## src/rtl/mio_pkg.sv

```systemverilog
// Shared encodings for the memory/IO bus arbiter: FSM states, grant codes, abort data.
// Pure declarations, no logic.
package mio_pkg;

  typedef enum logic [1:0] {
    IDLE = 2'd0,
    ACC  = 2'd1,
    DONE = 2'd2
  } state_t;

  typedef enum logic [1:0] {
    GNT_NONE = 2'b00,
    GNT_CPU  = 2'b01,
    GNT_DRW  = 2'b10
  } gnt_t;

  localparam logic [31:0] ABORT_DATA_DFLT = 32'hFFFF_FFFF;
  localparam int          CNT_W           = 8;

endpackage

```

## src/rtl/mio_rr_pick.sv

```systemverilog
// Combinational round-robin choice between CPU and draw engine; zero latency.
// A tie goes to whichever requester was not granted last.
module mio_rr_pick
  import mio_pkg::*;
(
  input  logic       cpu_req,
  input  logic       drw_req,
  input  logic [1:0] last,
  output logic [1:0] pick
);

  always_comb begin
    pick = GNT_NONE;
    if (cpu_req && drw_req) begin
      pick = (last == GNT_CPU) ? GNT_DRW : GNT_CPU;
    end else if (cpu_req) begin
      pick = GNT_CPU;
    end else if (drw_req) begin
      pick = GNT_DRW;
    end
  end

endmodule

```

## src/rtl/mio_arbiter.sv

```systemverilog
// Shares the memory/IO bus between CPU and draw engine, one transaction per grant.
// Request in IDLE at N, ack at N+1 -> ready pulse at N+2; a silent slave is aborted after TIMEOUT cycles.
module mio_arbiter
  import mio_pkg::*;
#(
  parameter int          TIMEOUT    = 16,
  parameter logic [31:0] ABORT_DATA = ABORT_DATA_DFLT
) (
  input  logic        clk,
  input  logic        reset,
  input  logic        cpu_req,
  input  logic        cpu_we,
  input  logic [31:0] cpu_addr,
  input  logic [31:0] cpu_wdata,
  output logic [31:0] cpu_rdata,
  output logic        cpu_ready,
  input  logic        drw_req,
  input  logic        drw_we,
  input  logic [31:0] drw_addr,
  input  logic [31:0] drw_wdata,
  output logic [31:0] drw_rdata,
  output logic        drw_ready,
  output logic        mem_req,
  output logic        mem_we,
  output logic [31:0] mem_addr,
  output logic [31:0] mem_wdata,
  input  logic [31:0] mem_rdata,
  input  logic        mem_ack,
  output logic [1:0]  grant,
  output logic        err
);

  localparam logic [CNT_W-1:0] CNT_LAST = CNT_W'(TIMEOUT - 1);

  state_t           state, state_nxt;
  logic [1:0]       last, last_nxt;
  logic [CNT_W-1:0] cnt, cnt_nxt;
  logic [1:0]       pick;
  logic [1:0]       grant_nxt;
  logic             mem_req_nxt, mem_we_nxt;
  logic [31:0]      mem_addr_nxt, mem_wdata_nxt;
  logic [31:0]      cpu_rdata_nxt, drw_rdata_nxt, done_data;
  logic             cpu_ready_nxt, drw_ready_nxt, err_nxt;

  mio_rr_pick u_pick (
    .cpu_req (cpu_req),
    .drw_req (drw_req),
    .last    (last),
    .pick    (pick)
  );

  always_ff @(posedge clk or negedge reset) begin
    if (!reset) begin
      state     <= IDLE;
      last      <= GNT_DRW;
      cnt       <= '0;
      grant     <= GNT_NONE;
      mem_req   <= 1'b0;
      mem_we    <= 1'b0;
      mem_addr  <= '0;
      mem_wdata <= '0;
      cpu_rdata <= '0;
      drw_rdata <= '0;
      cpu_ready <= 1'b0;
      drw_ready <= 1'b0;
      err       <= 1'b0;
    end else begin
      state     <= state_nxt;
      last      <= last_nxt;
      cnt       <= cnt_nxt;
      grant     <= grant_nxt;
      mem_req   <= mem_req_nxt;
      mem_we    <= mem_we_nxt;
      mem_addr  <= mem_addr_nxt;
      mem_wdata <= mem_wdata_nxt;
      cpu_rdata <= cpu_rdata_nxt;
      drw_rdata <= drw_rdata_nxt;
      cpu_ready <= cpu_ready_nxt;
      drw_ready <= drw_ready_nxt;
      err       <= err_nxt;
    end
  end

  always_comb begin
    state_nxt     = state;
    last_nxt      = last;
    cnt_nxt       = cnt;
    grant_nxt     = grant;
    mem_req_nxt   = mem_req;
    mem_we_nxt    = mem_we;
    mem_addr_nxt  = mem_addr;
    mem_wdata_nxt = mem_wdata;
    cpu_rdata_nxt = cpu_rdata;
    drw_rdata_nxt = drw_rdata;
    cpu_ready_nxt = 1'b0;
    drw_ready_nxt = 1'b0;
    err_nxt       = err;
    done_data     = mem_ack ? mem_rdata : ABORT_DATA;

    case (state)
      IDLE: begin
        if (pick != GNT_NONE) begin
          state_nxt   = ACC;
          grant_nxt   = pick;
          last_nxt    = pick;
          cnt_nxt     = '0;
          mem_req_nxt = 1'b1;
          if (pick == GNT_CPU) begin
            mem_we_nxt    = cpu_we;
            mem_addr_nxt  = cpu_addr;
            mem_wdata_nxt = cpu_wdata;
          end else begin
            mem_we_nxt    = drw_we;
            mem_addr_nxt  = drw_addr;
            mem_wdata_nxt = drw_wdata;
          end
        end
      end

      ACC: begin
        // An ack on the last allowed cycle still counts as a normal completion.
        if (mem_ack || (cnt == CNT_LAST)) begin
          state_nxt   = DONE;
          grant_nxt   = GNT_NONE;
          mem_req_nxt = 1'b0;
          if (!mem_ack) begin
            err_nxt = 1'b1;
          end
          if (grant == GNT_CPU) begin
            cpu_ready_nxt = 1'b1;
            if (!mem_we) cpu_rdata_nxt = done_data;
          end else begin
            drw_ready_nxt = 1'b1;
            if (!mem_we) drw_rdata_nxt = done_data;
          end
        end else begin
          cnt_nxt = cnt + 1'b1;
        end
      end

      // Requests are ignored here: the CPU keeps its request high through the ready cycle.
      DONE: begin
        state_nxt = IDLE;
      end

      default: begin
        state_nxt = IDLE;
      end
    endcase
  end

endmodule

```

## config.mk

```make
export PLATFORM = sky130hd
export DESIGN_NAME = mio_arbiter
export DESIGN_NICKNAME = d
export VERILOG_FILES = /design/src/rtl/mio_pkg.sv /design/src/rtl/mio_rr_pick.sv /design/src/rtl/mio_arbiter.sv
export SDC_FILE = /design/constraint.sdc
export NUM_CORES = 1
export LEC_CHECK = 0
export BUFFER_PORTS_ARGS = -buffer_cell sky130_fd_sc_hd__clkbuf_2
export CELL_PAD_IN_SITES_DETAIL_PLACEMENT = 1
export CELL_PAD_IN_SITES_GLOBAL_PLACEMENT = 1
export CORE_ASPECT_RATIO = 2
export CORE_MARGIN = 10
export CORE_UTILIZATION = 37
export DETAILED_ROUTE_END_ITERATION = 10
export PLACE_DENSITY_LB_ADDON = 0.08
export RECOVER_POWER = 25
export SLEW_MARGIN = 10
export SYNTH_ARGS = -nofsm -noshare
export SYNTH_HDL_FRONTEND = slang
export SYNTH_SLANG_ARGS = --single-unit
```

## constraint.sdc

```tcl
create_clock -name clk -period 3.15 [get_ports clk]
set_clock_uncertainty 0.1 [all_clocks]
set_input_delay 0.1575 -clock clk [delete_from_list [all_inputs] [get_ports clk]]
set_output_delay 0.1575 -clock clk [all_outputs]
set_load 0.01 [all_outputs]
```

== Word level (Yosys, flattened, before mapping) ==
Cells that the tools add are included.

* Add/sub/neg operators: 1
* Equality and inequality tests: 8
* Mux-type cells: 26
* Bitwise logic cells: 3
* Reductions and logical operators: 12

{| class="wikitable"
|+ Operators by type and width
! kind !! count
|-
| $mux W32 || 3
|-
| $mux W2 || 8
|-
| $mux W8 || 2
|-
| $pmux W8 S2 || 1
|-
| $mux W1 || 9
|-
| $reduce_and A3 Y1 || 3
|-
| $add A8 B1 Y8 const B || 1
|-
| $eq A2 B1 Y1 const B || 4
|-
| $eq A8 B4 Y1 const B || 1
|-
| $pmux W2 S2 || 2
|-
| $reduce_and A4 Y1 || 2
|-
| $ne A2 B2 Y1 const B || 3
|-
| $reduce_and A2 Y1 || 2
|-
| $reduce_bool A2 Y1 || 2
|-
| $not A1 Y1 || 3
|-
| $logic_not A2 Y1 || 1
|-
| $pmux W1 S2 || 1
|-
| $logic_and A1 B1 Y1 || 1
|-
| $logic_or A1 B1 Y1 || 1
|}

* Register bits: 147
* Input port bits: 167
* Output and inout bits: 135

== Logic depth before layout (Yosys ltp) ==
Gate-level depths: netlist of run 1.

* Word-level depth: 6
* Gate-level depth with buffers: 7
* Gate-level depth less buffers: 6

== Modules after synthesis ==
A second synthesis of run 1 with hierarchy kept.

* Cell total of the unflattened synthesis: 613
* Area, all modules: 6236.0 µm²

{| class="wikitable"
|+ Modules (own cells, without submodules)
! module !! instances !! cells each !! area an instance (µm²) !! seq. area each (µm²)
|-
| mio_arbiter || 1 || 609 || 6206.0 || 3679.8
|-
| mio_rr_pick || 1 || 4 || 30.0 || 0.0
|}

== Least setup slack after synthesis of run 1 ==
Ideal clock, no wire load.

* Path type: register to register
* From: reg cnt[0]
* To: reg cpu_rdata[25]
* Setup time: 0.121 ns
* Data arrival time: 1.537 ns
* Setup slack: 1.392 ns
* Stages on the path, launching flop included: 7
* Path buffers: 1
* Cells stage by stage: dfrtp_1 ha_1 and3_1 a21oi_2 nor2_4 buf_6 o22a_1

* Cells in the longest elaborated chain, start to end: 3

{| class="wikitable"
|+ Ends and longest elaborated chain
! element !! RTL line !! RTL
|-
| start, declared || mio_arbiter.sv:37 || <nowiki>logic [CNT_W-1:0] cnt, cnt_nxt;</nowiki>
|-
| start signal, assigned || mio_arbiter.sv:70 || <nowiki>cnt <= cnt_nxt;</nowiki>
|-
| $eq A8 B4 Y1 || mio_arbiter.sv:122 || <nowiki>if (mem_ack || (cnt == CNT_LAST)) begin</nowiki>
|-
| $logic_or A1 B1 Y1 || mio_arbiter.sv:122 ||
|-
| $reduce_and A4 Y1 (no line) || n/a ||
|-
| end signal, assigned || mio_arbiter.sv:76 || <nowiki>cpu_rdata <= cpu_rdata_nxt;</nowiki>
|-
| end, declared || mio_arbiter.sv:15 || <nowiki>output logic [31:0] cpu_rdata,</nowiki>
|}

Every way passes these cells.
A chain may end at the register's enable or synchronous reset.

== Worst setup path in the final report of run 1 ==
* From: in drw_req
* To: reg mem_wdata[15]

* Cells in the longest elaborated chain, start to end: 5
* Elaborated cells on any way between the ends: 8
* Those cells by class: eq/ne (1); mux (4); reduce/logical (3)

{| class="wikitable"
|+ Ends and longest elaborated chain
! element !! RTL line !! RTL
|-
| start, declared || mio_arbiter.sv:17 || <nowiki>input logic drw_req,</nowiki>
|-
| $mux W2 || mio_rr_pick.sv:18 || <nowiki>end else if (drw_req) begin</nowiki>
|-
| $mux W2 || mio_rr_pick.sv:16 || <nowiki>end else if (cpu_req) begin</nowiki>
|-
| $mux W2 (*) || mio_rr_pick.sv:14 || <nowiki>if (cpu_req && drw_req) begin</nowiki>
|-
| $eq A2 B1 Y1 / $reduce_bool A2 Y1 (equally long branches) || mio_arbiter.sv:108, mio_arbiter.sv:102 ||
|-
| $mux W32 / $reduce_and A2 Y1 (equally long branches) || n/a ||
|-
| end signal, assigned || mio_arbiter.sv:75 || <nowiki>mem_wdata <= mem_wdata_nxt;</nowiki>
|-
| end, declared || mio_arbiter.sv:26 || <nowiki>output logic [31:0] mem_wdata,</nowiki>
|}

Every way passes the cells marked *; elsewhere a longest branch is shown, timed or not.

==> reports/qor.yml, run 1 <==
cells_and_area:
  drive_gt1_share_pct: 31.3
  utilization_pct: 59.8
  antenna_cells: 0
  syn_to_final_growth_pct: 58.4
  finalInstanceArea_um2: 10000
  fin_nets: 1158
route:
  drt_first_pass_iters: 4
  total_number_of_vias: 6153
  detail_route.wirelength_um: 26400
  antenna_left: 0
  drc_errors: 0
  drt_iter0_markers: 216
  drt-vias-per-instance: 5.10
  detail_route.wl_per_cell_um: 21.9
critical_path:
  worst-setup-path-type: "in -> reg"
  arrival_ns: 2.80
  regToRegEndpoint: "mem_wdata[15]$_DFFE_PN0P_"
  critical_path.startpoint_type: "input pin"
  r2r.worst_path.cells: 6
  worst_setup_path_endpoint: "mem_wdata[15]$_DFFE_PN0P_"
  cp-end-kind: "register"
  critical_path.max_fanout: 42
  crit_path_start: "drw_req"
  crit_required_ns: 3.30
  critical_path.reg2reg.startpoint: "last[1]$_DFFE_PN1P_"
  setup.reg_to_reg.worst_slack_ns: 0.52
power_and_ir_drop:
  power_w: 0.00915
  power_density_nw_per_um2: 913
  static-leakage-power_nw: 4.91
  irDropWorstVdd_mv: 0.468
logic_synthesis:
  post-synth-top-count-cell: "sky130_fd_sc_hd__dfrtp_1"
  synthesis.area_um2: 6330
  fraction_of_the_yosys_area_taken_by_sequential_cells_pct: 58.2
  post_synthesis_net_count: 717
  post-synth-top-area-fraction_pct: 57.8
  top_area_cells_in_the_synthesized_netlist: "sky130_fd_sc_hd__dfrtp_1 58%, sky130_fd_sc_hd__mux2i_1 10%, sky130_fd_sc_hd__o22a_1 8.9%"
  ys.warnings.count: 0
  postSynth.topFlopCell: "sky130_fd_sc_hd__dfrtp_1"
  synth_seq_cells: 147
  synth_area_per_cell_um2: 11.5
  postSynth.asyncResetShare_pct: 100
  yosysUniqueCellTypes: 39
  synth_top_cells_by_count: "146 x sky130_fd_sc_hd__dfrtp_1, 77 x sky130_fd_sc_hd__nand2_1, 68 x sky130_fd_sc_hd__o21ai_1, 66 x sky130_fd_sc_hd__mux2i_1, 64 x sky130_fd_sc_hd__o22a_1"
  number_of_instances_in_the_synthesized_netlist: 549
  synth_edf_count: 0
  post-synth-top-area-cell: "sky130_fd_sc_hd__dfrtp_1"
grt:
  largest_net_degree_at_the_start_of_global_routing: 91
  grt_overflow_total: 0
  grt_first_pass_wirelength_um: 41200
  initial_antenna_violation_count: 0
  vias_in_the_first_global_route: 7266
  grt_util_all_layers_pct: 22.5
clocking:
  cts_made_buffers: 17
  cts_num_sinks: 147
  cts_repair_resize_count: 0
  cts.htree.levels: 4
  tritoncts: "yes"
  clk-insertion-delay-late_ns: 0.41
  clock-root-buffer: "sky130_fd_sc_hd__clkbuf_16"
  clkTransAtPathRegs_ns: 0.06
  clock_path_buffers: 2
floorplanning:
  die_area_um2: 23000
  chipHeight_um: 205
  die_w_um: 112
  placementRows: 67
  design.core.area_um2: 16800
  top_level_ports: 302
  starting_density_of_the_core_pct: 37.7
outcome:
  run_status: "complete, but fails checks"
  violated_checks: "capacitance limit, slew limit"
timing:
  final.setup.tns_ns: 0
  final_slew_violations: 71
  max_slew.worst_pin.slew_ns: 1.87
  report.final.setup_viol: 0
  setup_ws_post_layout_ns: 0.506
  slew_hr_pct: -25.0
  period_needed_ns: 2.64
  fin_crit_sh_pct: 84.0
  unrepaired_setup_endpoints_after_global_routing: "no"
  fmaxAchievable_ghz: 0.378
  finalHoldViolations: 0
placement:
  gp_congestion: 0.755
  post-dp-hpwl_um: 17200
  postPlaceCellArea_um2: 7980
  place_ws_ns: 0.958
  portBuffers: 301
min_path:
  hold_path.class: "in -> reg"
flow_run:
  maxCapViolCount: 1
-- power by group --
group	internal, W	switching (W)
registers	0.00279	0.000605
logic	0.00160	0.00212
clock network	0.00127	0.000770
-- metrics by stage --
| step | std cells | hold WS (ns) |
|---|---|---|
| 2_1_floorplan | 549 | -0.238 |
| 3_3_place_gp | 1027 | 0.110 |
| 3_5_place_dp | 1027 | 0.121 |
| 4_1_cts | 1207 | 0.000613 |
| 5_1_grt | 1207 | 0.0316 |
| 6_report | 1207 | 0.0172 |
-- metal layers --
layer | routed length [um] | global-route usage, %
met1 | 9530 | 23.2
met2 | 13900 | 39.8
met4 | 1050 | 10.7
met5 | 0 | 0
met3 | 1920 | 7.50
-- registers in the layout, indices dropped and copies added (netlist names) --
register	count
drw_rdata	32
last	2
grant	2
drw_ready	1
mem_we	1
cnt	8
cpu_rdata	32
state	2
mem_addr	32
mem_req	1
err	1
cpu_ready	1
mem_wdata	32
-- kinds of logic after synthesis --
logic type	count (synthesis)	share of synthesized area, %
compound gates	153	16.5
flops	147	58.2
fa+ha+maj	1	0.198
mux	66	10.4
buf+inv	43	3.76
simple gates	139	10.9
-- cells in the final DEF (no fill, tap or decap), types with 3 or more instances in the layout --
master / synthesis / final
sky130_fd_sc_hd__nor2_1: 6 / 6
sky130_fd_sc_hd__mux2i_1: 66 / 66
sky130_fd_sc_hd__clkinvlp_4: 0 / 4
sky130_fd_sc_hd__o21ai_1: 68 / 68
sky130_fd_sc_hd__clkbuf_1: 14 / 38
sky130_fd_sc_hd__nand2b_1: 35 / 35
sky130_fd_sc_hd__clkinv_2: 0 / 3
sky130_fd_sc_hd__and3_1: 3 / 3
sky130_fd_sc_hd__a21oi_1: 4 / 4
sky130_fd_sc_hd__clkbuf_16: 0 / 17
sky130_fd_sc_hd__o22a_1: 64 / 64
sky130_fd_sc_hd__nand3_1: 5 / 5
sky130_fd_sc_hd__dfrtp_1: 146 / 146
sky130_fd_sc_hd__buf_4: 1 / 6
sky130_fd_sc_hd__inv_1: 4 / 4
sky130_fd_sc_hd__bufinv_16: 0 / 3
sky130_fd_sc_hd__a31oi_1: 4 / 4
sky130_fd_sc_hd__nand2_1: 77 / 76
sky130_fd_sc_hd__clkbuf_2: 0 / 263
sky130_fd_sc_hd__dlygate4sd3_1: 0 / 151
sky130_fd_sc_hd__o21ai_0: 3 / 3
-- layout make-up --
cell class / count / area [um^2]
inverters: 5 / 18.8
multi-input cells: 359 / 2420
flip-flops and latches: 147 / 3680
well taps: 207 / 259
repair buffers: 460 / 3060
fillers: 1828 / 6740
clock buffers: 19 / 453
clock inverters: 10 / 135
-- repair_timing --
| item | CTS | global route |
|---|---|---|
| hold buffers | 151 | 0 |
| setup buffers | 0 | 0 |
| hold endpoints to repair | 169 | 0 |
-- worst max-delay path: stages --
cell	delay (ns)
sky130_fd_sc_hd__dlygate4sd3_1	0.54
sky130_fd_sc_hd__clkbuf_2	0.16
sky130_fd_sc_hd__nand3b_1	0.14
sky130_fd_sc_hd__nand2_4	0.56
sky130_fd_sc_hd__buf_12	0.30
sky130_fd_sc_hd__mux2i_1	0.26
sky130_fd_sc_hd__dlygate4sd3_1	0.59
sky130_fd_sc_hd__o21ai_1	0.06
-- how the worst min path moves through the flow --
stage	startpoint	to	slack, ns	cells past startpoint
2_1_floorplan	reset	cnt[0]$_DFFE_PN0P_	-0.24	0
3_3_place_gp	reset	drw_rdata[24]$_DFFE_PN0P_	0.11	1
3_5_place_dp	reset	cpu_rdata[19]$_DFFE_PN0P_	0.12	1
4_1_cts	mem_rdata[23]	cpu_rdata[23]$_DFFE_PN0P_	0.0006	3
5_1_grt	mem_rdata[23]	cpu_rdata[23]$_DFFE_PN0P_	0.03	3
6_report	mem_rdata[3]	drw_rdata[3]$_DFFE_PN0P_	0.02	3
(Power assumes the default switching activity.)
==> run 2, diff against run 1 <==
Settings changed: CORE_UTILIZATION 37 to 31.
Clock period 3.15 ns to 2.4 ns, I/O delays scaled along.
==> reports/qor.yml, run 2 (same netlist as run 1, synthesis figures left out) <==
floorplanning:
  die_area_um2: 26900
  placementRows: 73
  design.core.area_um2: 20000
  chipHeight_um: 222
  top_level_ports: 302
  die_w_um: 121
  starting_density_of_the_core_pct: 31.6
outcome:
  violated_checks: "capacitance limit, slew limit"
  run_status: "complete, but fails checks"
grt:
  initial_antenna_violation_count: 2
  grt_first_pass_wirelength_um: 38900
  grt_overflow_total: 0
  vias_in_the_first_global_route: 7104
  grt_util_all_layers_pct: 18.1
  largest_net_degree_at_the_start_of_global_routing: 68
cells_and_area:
  most_common_cell_after_layout_fill_and_taps_aside: "sky130_fd_sc_hd__clkbuf_2"
  syn_to_final_growth_pct: 64.9
  most-common-layout-cells: "301 x sky130_fd_sc_hd__clkbuf_2, 165 x sky130_fd_sc_hd__dlygate4sd3_1, 146 x sky130_fd_sc_hd__dfrtp_1"
  finalInstanceArea_um2: 10400
  fin_nets: 1177
  drive_gt1_share_pct: 34.9
  utilization_pct: 52.2
timing:
  period_needed_ns: 2.28
  final.setup.tns_ns: 0
  slew_hr_pct: -4.12
  max_slew.worst_pin.slew_ns: 1.56
  setup_ws_post_layout_ns: 0.115
  finalHoldViolations: 0
  final_slew_violations: 56
  fmaxAchievable_ghz: 0.438
  unrepaired_setup_endpoints_after_global_routing: "no"
  fin_crit_sh_pct: 95.2
  report.final.setup_viol: 0
power_and_ir_drop:
  static-leakage-power_nw: 5.16
  irDropWorstVdd_mv: 0.505
  power_density_nw_per_um2: 1180
placement:
  postPlaceCellArea_um2: 8090
  place_ws_ns: 0.194
  portBuffers: 301
  gp_congestion: 0.754
  post-dp-hpwl_um: 17300
critical_path:
  critical_path.max_fanout: 22
  critical_path.startpoint_type: "register"
  worstPathCellList: "nand3b_1, nand2_8, buf_12, mux2i_1, dlygate4sd3_1, o21ai_1"
  crit_path_start: "last[1]$_DFFE_PN1P_"
  worst-setup-path-type: "reg -> reg"
  crit_required_ns: 2.56
  cp_slowest_stage_delay_ns: 0.60
  timing.critical_path.slowest_stage_cell: "sky130_fd_sc_hd__dlygate4sd3_1"
  cp-end-kind: "register"
  arrival_ns: 2.45
  critical_path.reg2reg.startpoint: "last[1]$_DFFE_PN1P_"
route:
  detail_route.wl_per_cell_um: 19.1
  route.layer.met1.wl_um: 8940
  detail_route.wirelength_um: 24500
  total_number_of_vias: 6038
  antenna_left: 0
  drc_errors: 0
  drt-vias-per-instance: 4.70
  drt_iter0_markers: 154
  drt_first_pass_iters: 4
  met2RoutedLength_um: 13200
  route.top_layer_used: "met4"
  dr_wl_met3_um: 1780
clocking:
  tritoncts: "yes"
  clock_path_buffers: 2
  cts_made_buffers: 17
  clock-root-buffer: "sky130_fd_sc_hd__clkbuf_16"
  cts_num_sinks: 147
  clkTransAtPathRegs_ns: 0.06
  cts.htree.levels: 4
  clk-insertion-delay-late_ns: 0.41
min_path:
  hold_path.class: "in -> reg"
  hp-start: "mem_ack"
flow_run:
  maxCapViolCount: 1
run 2: cell types whose count changed in the layout (fill, tap and decap cells not counted), moves of 2 or more:
cell / before / now
sky130_fd_sc_hd__clkbuf_1: 38 / 1
sky130_fd_sc_hd__diode_2: 0 / 2
sky130_fd_sc_hd__buf_4: 6 / 8
sky130_fd_sc_hd__clkbuf_2: 263 / 301
sky130_fd_sc_hd__bufinv_16: 3 / 6
sky130_fd_sc_hd__dlygate4sd3_1: 151 / 165
sky130_fd_sc_hd__clkinvlp_4: 4 / 1
sky130_fd_sc_hd__clkinv_2: 3 / 1
run 2: layout make-up:
cell class	instances	area (um^2)
Timing Repair Buffer	478	3290
Clock buffer	21	470
Multi-Input combinational cell	360	2440
Inverter	5	18.8
Sequential cell	147	3680
Tap cell	262	328
Clock inverter	9	201
Antenna cell	2	5.00
Fill cell	2240	9570
run 2: metal layers:
layer,GRT usage (%),vias up
li1,-,2865
met1,18.2,2936
met2,32.8,212
met3,6.71,25
met4,6.01,0
met5,0,-
run 2: stage by stage:
step / total power [W] / instances / hold slack, ns
6_report: 0.0123 / 1284 / 0.0466
5_1_grt: 0.0132 / 1284 / 0.0568
4_1_cts: 0.0125 / 1280 / 0.0344
3_5_place_dp: 0.00905 / 1085 / 0.0384
3_3_place_gp: 0.00888 / 1085 / 0.0288
2_1_floorplan: 0.00686 / 549 / -0.276
run 2: worst max-delay path: cells and delay by family, from the launching register on:
family / cells / cell delay (ns)
mux: 1 / 0.24
compound gates: 1 / 0.06
buf+inv: 2 / 0.80
flops: 1 / 0.37
simple gates: 2 / 0.54
run 2: repair_timing:
action                                 in CTS  in global routing
setup buffers                               0                  1
hold buffers                              165                  0
resized for setup                           0                  1
setup endpoints to repair                   0                 38
endpoints found under the hold margin     183                  0
run 2: path summary, 6_finish.rpt:
| kind | endpoint | slack (ns) | cells past startpoint |
|---|---|---|---|
| max in group asynchronous | mem_wdata[10]$_DFFE_PN0P_ | 0.50 | 3 |
| setup reg to reg | mem_wdata[29]$_DFFE_PN0P_ | 0.12 | 6 |
| setup / recovery | mem_wdata[29]$_DFFE_PN0P_ | 0.12 | 6 |
| min in group asynchronous | cpu_rdata[22]$_DFFE_PN0P_ | 0.52 | 2 |
| hold reg to reg | last[1]$_DFFE_PN1P_ | 0.37 | 2 |
| hold / removal | cnt[3]$_DFFE_PN0P_ | 0.05 | 4 |
run 2: power breakdown:
group	internal (W)	switching, W	total (W)
sequential	0.00366	0.000727	0.00439
combinational	0.00222	0.00267	0.00489
clock	0.00202	0.00100	0.00303
total	0.00790	0.00440	0.0123
